--- src/rtl/imem_loader_pkg.sv ---
// Shared definitions for the instruction-memory loader.
//   state_t     : loader FSM states (IDLE=0, COLLECT=1, WRITE=2, DONE=3)
//   WORD_BYTES  : bytes per instruction word
//   lane_of()   : maps the running byte index to the byte lane it fills
package imem_loader_pkg;

  typedef enum logic [1:0] {
    ST_IDLE    = 2'd0,
    ST_COLLECT = 2'd1,
    ST_WRITE   = 2'd2,
    ST_DONE    = 2'd3
  } state_t;

  localparam int WORD_BYTES = 4;

  // Big-endian packing puts the first byte in the top lane.
  function automatic logic [1:0] lane_of(input logic [1:0] idx, input logic big_endian);
    return big_endian ? (2'd3 - idx) : idx;
  endfunction

endpackage

--- src/rtl/imem_loader_byte_packer.sv ---
// byte_packer: assembles four bytes into one 32-bit word.
//   clk      in   system clock
//   reset    in   asynchronous active-low reset
//   clr      in   discard the partially assembled word
//   byte_en  in   write byte_in into the lane selected by idx
//   byte_in  in   incoming byte
//   idx      in   ordinal of this byte within the word (0 = first)
//   word     out  assembled word
module byte_packer
  import imem_loader_pkg::*;
#(
  parameter bit BIG_ENDIAN = 1'b1
) (
  input  logic        clk,
  input  logic        reset,
  input  logic        clr,
  input  logic        byte_en,
  input  logic [7:0]  byte_in,
  input  logic [1:0]  idx,
  output logic [31:0] word
);

  logic [1:0] lane;

  assign lane = lane_of(idx, BIG_ENDIAN);

  always_ff @(posedge clk or negedge reset) begin
    if (!reset) begin
      word <= '0;
    end else if (clr) begin
      word <= '0;
    end else if (byte_en) begin
      word[{lane, 3'b000} +: 8] <= byte_in;
    end
  end

endmodule

--- src/rtl/imem_loader.sv ---
// imem_loader: streams a program into instruction memory.
// Bytes arrive over a valid/ready handshake, are packed into 32-bit words and
// written to consecutive word addresses while the CPU fetch path is held.
//   clk, reset       clock / asynchronous active-low reset
//   start, abort     begin a load (IDLE only) / cancel a running load
//   base_addr        first write address (low two bits ignored)
//   word_count       number of words to load (0 = immediate done)
//   in_valid/in_byte/in_ready   byte stream handshake
//   IM_cs/IM_wr/IM_addr/IM_D_in instruction memory write port
//   cpu_hold         high whenever the loader is busy
//   done             one-cycle completion pulse
//   aborted          sticky abort flag, cleared by the next accepted start
//   words_written    words committed in the current/last load
//   checksum         XOR of all words committed in the current/last load
module imem_loader
  import imem_loader_pkg::*;
#(
  parameter int ADDR_W     = 32,
  parameter int CNT_W      = 16,
  parameter bit BIG_ENDIAN = 1'b1
) (
  input  logic              clk,
  input  logic              reset,
  input  logic              start,
  input  logic              abort,
  input  logic [ADDR_W-1:0] base_addr,
  input  logic [CNT_W-1:0]  word_count,
  input  logic              in_valid,
  input  logic [7:0]        in_byte,
  output logic              in_ready,
  output logic              IM_cs,
  output logic              IM_wr,
  output logic [ADDR_W-1:0] IM_addr,
  output logic [31:0]       IM_D_in,
  output logic              cpu_hold,
  output logic              done,
  output logic              aborted,
  output logic [CNT_W-1:0]  words_written,
  output logic [31:0]       checksum
);

  state_t             state_q, state_d;
  logic [ADDR_W-1:0]  addr_reg;
  logic [CNT_W-1:0]   len_reg;
  logic [1:0]         byte_idx;
  logic [ADDR_W-1:0]  last_addr;
  logic [31:0]        last_data;
  logic [31:0]        pk_word;
  logic [CNT_W-1:0]   ww_inc;

  logic start_acc;
  logic accept;
  logic commit;
  logic abort_busy;

  assign start_acc  = (state_q == ST_IDLE) && start && !abort;
  assign accept     = (state_q == ST_COLLECT) && in_valid;
  assign commit     = (state_q == ST_WRITE);
  assign abort_busy = abort && (state_q != ST_IDLE);
  assign ww_inc     = words_written + 1'b1;

  byte_packer #(
    .BIG_ENDIAN (BIG_ENDIAN)
  ) u_packer (
    .clk     (clk),
    .reset   (reset),
    .clr     (start_acc || abort_busy || commit),
    .byte_en (accept),
    .byte_in (in_byte),
    .idx     (byte_idx),
    .word    (pk_word)
  );

  always_ff @(posedge clk or negedge reset) begin
    if (!reset) begin
      state_q <= ST_IDLE;
    end else begin
      state_q <= state_d;
    end
  end

  always_comb begin
    state_d = state_q;
    unique case (state_q)
      ST_IDLE: begin
        if (start_acc) begin
          state_d = (word_count == '0) ? ST_DONE : ST_COLLECT;
        end
      end
      ST_COLLECT: begin
        if (abort) begin
          state_d = ST_IDLE;
        end else if (accept && (byte_idx == 2'(WORD_BYTES - 1))) begin
          state_d = ST_WRITE;
        end
      end
      ST_WRITE: begin
        if (abort) begin
          state_d = ST_IDLE;
        end else if (ww_inc == len_reg) begin
          state_d = ST_DONE;
        end else begin
          state_d = ST_COLLECT;
        end
      end
      ST_DONE: begin
        state_d = ST_IDLE;
      end
      default: begin
        state_d = ST_IDLE;
      end
    endcase
  end

  // A write cycle that coincides with abort still commits: its strobe is
  // already on the memory bus, so the bookkeeping must reflect it.
  always_ff @(posedge clk or negedge reset) begin
    if (!reset) begin
      addr_reg      <= '0;
      len_reg       <= '0;
      byte_idx      <= '0;
      words_written <= '0;
      checksum      <= '0;
      aborted       <= 1'b0;
      last_addr     <= '0;
      last_data     <= '0;
    end else begin
      if (start_acc) begin
        addr_reg      <= {base_addr[ADDR_W-1:2], 2'b00};
        len_reg       <= word_count;
        byte_idx      <= '0;
        words_written <= '0;
        checksum      <= '0;
        aborted       <= 1'b0;
      end
      if (accept) begin
        byte_idx <= byte_idx + 2'd1;
      end
      if (commit) begin
        addr_reg      <= addr_reg + ADDR_W'(WORD_BYTES);
        words_written <= ww_inc;
        checksum      <= checksum ^ pk_word;
        byte_idx      <= '0;
        last_addr     <= addr_reg;
        last_data     <= pk_word;
      end
      if (abort_busy) begin
        aborted  <= 1'b1;
        byte_idx <= '0;
      end
    end
  end

  // Address/data show the live values during the write strobe and keep the
  // last written values otherwise.
  assign in_ready = (state_q == ST_COLLECT);
  assign IM_cs    = commit;
  assign IM_wr    = commit;
  assign IM_addr  = commit ? addr_reg : last_addr;
  assign IM_D_in  = commit ? pk_word : last_data;
  assign cpu_hold = (state_q != ST_IDLE);
  assign done     = (state_q == ST_DONE) && !abort;

endmodule

--- config.mk ---
export PLATFORM = sky130hd
export DESIGN_NAME = imem_loader
export DESIGN_NICKNAME = d
export VERILOG_FILES = /design/src/rtl/imem_loader_pkg.sv /design/src/rtl/imem_loader_byte_packer.sv /design/src/rtl/imem_loader.sv
export SDC_FILE = /design/constraint.sdc
export NUM_CORES = 1
export LEC_CHECK = 0
export BUFFER_PORTS_ARGS = -buffer_cell sky130_fd_sc_hd__buf_2
export CORE_AREA = 8 8 141 143
export CTS_CLUSTER_DIAMETER = 50
export DETAILED_ROUTE_END_ITERATION = 10
export DIE_AREA = 0 0 149 151
export PLACE_DENSITY_LB_ADDON = 0.25
export SLEW_MARGIN = 20
export SYNTH_ARGS = -nofsm -noshare
export SYNTH_HDL_FRONTEND = slang
export SYNTH_SLANG_ARGS = --single-unit
--- constraint.sdc ---
create_clock -name clk -period 2.75 [get_ports clk]
set_input_delay 0.275 -clock clk [delete_from_list [all_inputs] [get_ports clk]]
set_output_delay 0.275 -clock clk [all_outputs]
set_load 0.005 [all_outputs]
Yosys cells after proc, flatten, opt, wreduce, memory -nomap -nowiden. Cells that the tools add are included.

Bits in read-only memories: 0. Input port bits: 61. Logic and storage cells: 66. Register bits after elaboration: 197. RAM bits: 0. Memories kept: 0. Bits in latches: 0.

Reduce and logical (&&, ||, !) cells: 17. Add/subtract/negate cells: 5. $lt $le $gt $ge: 0. Bitwise gates (word level): 1. Divide/modulo/power cells: 0. Muxes and demuxes: 24. Shift operators: 2. Equal/unequal tests: 7. Multipliers: 0.

Operators by type and width (count): $mux 32 (8); $add 32x3->32 const B (1); $bwmux 32 (1); $mux 16 (2); $shift 8x7->32 const A (1); $shiftx 8x7->32 (1); $xor 32x32->32 (1); $mux 2 (10); $add 16x1->16 const B (1); $eq 16x16->1 (1); $logic_not 16->1 (1); $pmux 2 s4 (1); $reduce_bool 2->1 (4); $neg 5->7 (1); $eq 2x2->1 const B (3); $logic_and 1x1->1 (6); $reduce_bool 4->1 (1); $ne 3x2->1 const B (1); $add 2x1->2 const B (1); $eq 2x1->1 const B (1); $logic_not 2->1 (1); $logic_or 1x1->1 (2); $mux 1 (2); $ne 2x2->1 const B (1); 3 further kinds (3).

Logic depth before layout (Yosys ltp).
Depth in word-level cells: 7. Mapped depth: 8.

By module. A second synthesis with hierarchy kept.

Cells, all modules: 972. Area, all modules: 8939.8 um^2.

Modules (own cells, without submodules): imem_loader (area an instance 7387.1 um^2, cells each 831, seq. area each 4078.9 um^2, instances 1); byte_packer (area an instance 1552.7 um^2, cells each 141, seq. area each 800.8 um^2, instances 1).

Worst setup path before layout. Ideal clock, no wire load.

Path type: register -> register. Start point: reg words_written[0]. End point: reg state_q[1]. Slack: 0.223 ns. Data required time: 2.646 ns. Clock period less this slack: 2.527 ns. Buffers on the path: 1. Data arrival time: 2.424 ns. Stages on the path, launching flop included: 9. Path through: dfrtp_1 ha_1 nand4_2 or3b_1 buf_2 or3_1 a211o_1 a21o_1 o41ai_2.

Word-level cells in the longest chain between the ends: 5.

Ends and longest elaborated chain: start, declared (line imem_loader.sv:38) `output logic [CNT_W-1:0] words_written,`; start signal, assigned (line imem_loader.sv:141) `words_written <= ww_inc;`; $add 16x1->16 (line imem_loader.sv:60) `assign ww_inc = words_written + 1'b1;`; $eq 16x16->1 (line imem_loader.sv:100) `end else if (ww_inc == len_reg) begin`; $mux 2 (line imem_loader.sv:100); $mux 2 (line imem_loader.sv:98) `if (abort) begin`; $pmux 2 s4 (line imem_loader.sv:84) `unique case (state_q)`; end signal, assigned (line imem_loader.sv:78) `state_q <= state_d;`; end, declared (line imem_loader.sv:42) `state_t state_q, state_d;`.

No other way between the ends. A chain may end at the register's enable or synchronous reset.

Final worst setup path.
Start point: reg words_written[1]. End point: reg state_q[1].

Same word-level chain as after synthesis.

==> metrics.txt <==
pin count of the biggest net entering global routing 77; global-route wire length before repair 38,500 um; Yosys cell types 52; die area 22,500 um2; Synth area leaders dfrtp_1 56%, nand2_1 12%, o21ai_0 3.7%; maximum root-to-sink buffer count 2; Max Cap Violations 0; via count 7,477; clock skew 0.009073 ns; Setup CP Type register to register; Via density 5.438; setup slack after layout between 0.15 and 0.2 ns; layout cells sized above 1 21.75%; IO Port Bufs between 150 and 200; Worst setup EP type register; Routed WL 23,310 um; nets 1,200; Post-route DRC 0; Rows 49; Tightest Pin Transition between 0.7 and 0.8 ns; Total Neg Setup Slack 0 ns; Clk pin slew, worst setup/hold paths approximately 0.07 ns; DR iter-0 viols 544; number of global-route vias before repair 7,596; crit path launch type register; Antenna Nets Post-Route 0; IO Pins around 180; syn nets slightly above 1k; P&R area growth vs syn 20.67%; Fin. Hold Viols 0; synthesized instance count 960; Critical Path RT a little over 3 ns; PwrDens 695.2 nW/um2; slowest CP cell or3b_1; Cell Chain, Critical Path ha_1 -> nand4_2 -> or3b_1 -> or3_1 -> a211o_1 -> a21o_1 -> o41ai_2; largest area contributor in the netlist dfrtp_1; drt pass-1 iters 5; Pins Over Slew Limit 0; Final setup viols 0; die width 149 um; DP Worst Slack 0.1970 ns; Final period util 94.16%; commonest cells in the netlist 277 x nand2_1, 195 x dfrtp_1, 81 x nor2_1; CP peak stage delay 0.43 ns; Filler Cell Count 1,544; Clock Latency Late Sink 0.44 ns; top cell type's share of synthesized area roughly 56%; synthesized cell area just under 9000 um2; Fmax achieved 386.2 MHz; HPWL Detailed 16,730 um; mean area per synthesized cell 9.061 um2; RSZ-0062 raised after global routing false; CTS tree built; mean routed wirelength per cell 16.95 um; Tot GR Track Use 21.23%; Synth warnings 0; status completed; starting density of the core 49.26%; register area share after synthesis 56.10%; chip height 151 um; relative slew slack 52.75%; minimum clock period 2.589 ns; H-tree Lvls 4; clock buffer count from CTS 17; Root Buffer clkbuf_16; Post-synth ARST share 100.0%; Crit path max-delay family simple AND/OR/NAND/NOR gates; initial antenna violation count 2; area of the core 17,660 um2; RePlAce Congestion between 0.8 and 0.9; gr ovfl total 0; #FFs+latches synth 195; cell with the most instances after synthesis nand2_1; Lkg Pwr between 5 and 6 nW; HP Class primary input to register; crit-path max FO 7; peak supply drop 0.4507 mV; Main synth FF type dfrtp_1; Worst EP arrival 2.92 ns; EDFF count, synth 0; WP buf/inv 0; clk sinks between 150 and 200; cts repair resizes 0
## routing by layer
metal  global-route usage, %  vias to the layer above  part of all wire [%]
li1                        -                     3639                     -
met1                   27.46                     3604                    45
met2                   35.07                      203                    48
met3                   5.438                       27                   6.1
met4                   5.300                        4                   1.1
met5                       0                        -                 0.094
## placed cells by master, fill, tap and decap left out, types with 5 or more instances in the layout
cell,n
a211oi_1,12
a21oi_1,34
a22oi_1,32
a311oi_1,9
and2_1,6
and3_1,8
buf_2,175
buf_4,24
clkbuf_16,17
dfrtp_1,195
ha_1,7
inv_1,12
nand2_1,276
nand2b_1,5
nand3_1,52
nand4_1,5
nor2_1,81
nor3_1,17
nor4_1,9
o21ai_0,65
o22ai_1,8
o31ai_1,6
xnor2_1,9
xor2_1,11
## worst paths after layout
path | start | to | slack [ns] | depth (start not counted)
min in group asynchronous | reset | len_reg[4]$_DFFE_PN0P_ | 0.44 | 2
max | words_written[1]$_DFFE_PN0P_ | state_q[1]$_DFFE_PN0P_ | 0.16 | 7
min | word_count[8] | len_reg[8]$_DFFE_PN0P_ | 0.04 | 3
max in group asynchronous | reset | u_packer.word[6]$_DFFE_PN0P_ | 1.45 | 3
min reg2reg | last_data[13]$_DFF_PN0_ | last_data[13]$_DFF_PN0_ | 0.47 | 2
max reg2reg | words_written[1]$_DFFE_PN0P_ | state_q[1]$_DFFE_PN0P_ | 0.16 | 7
## stage by stage
step,util (%),cell area (um2),total power [W],hold WS (ns),std cells
2_1_floorplan,-,8698,0.004263,-0.02059,960
3_3_place_gp,56.12,9908,0.004855,0.3510,1341
3_5_place_dp,56.12,9908,0.004900,0.3501,1341
4_1_cts,59.43,10490,0.007365,0.03080,1374
5_1_grt,59.43,10490,0.007696,0.04169,1374
6_report,59.45,10500,0.007297,0.04074,1375
## power by group
part           total [W]  leakage, nW  internal [W]  switching (W)
sequential       0.00353         2.58       0.00326       0.000266
clock            0.00246        0.280       0.00132        0.00115
combinational    0.00131         2.50      0.000539       0.000768
total            0.00730         5.36       0.00512        0.00218
## logic make-up after synthesis
kind of cell             count (synthesis)  synth area share, %
XOR/XNOR                                20                2.014
adder cells (fa/ha/maj)                  7                1.007
AND/OR/NAND/NOR                        482                23.82
flip-flops                             195                56.10
buffers and inverters                   63                2.920
multiplexers                             1               0.1294
AO/OA/AOI/OAI                          192                14.01
## layout make-up
type                    instances  area, um2  share of cell area [%]
well taps                     229      286.5                   2.730
multi-input cells             702       3583                   34.14
clock inverters                12      118.9                   1.132
clock buffers                  20      456.7                   4.351
repair buffers                203       1120                   10.67
inverters                      13      48.80                  0.4649
diodes                          1      2.502                 0.02384
flip-flops and latches        195       4880                   46.49
## worst min-delay path, cell delays in order
cell and delay (ns):
buf_2 0.09, nand2_1 0.04, nand2_1 0.05
## repair_timing
| item | in CTS | in global routing |
|---|---|---|
| buffers inserted | 0 | 0 |
| hold buffers | 1 | 0 |
| endpoints found under the hold margin | 72 | 0 |
Note: power is estimated with default switching activity, not from simulation.
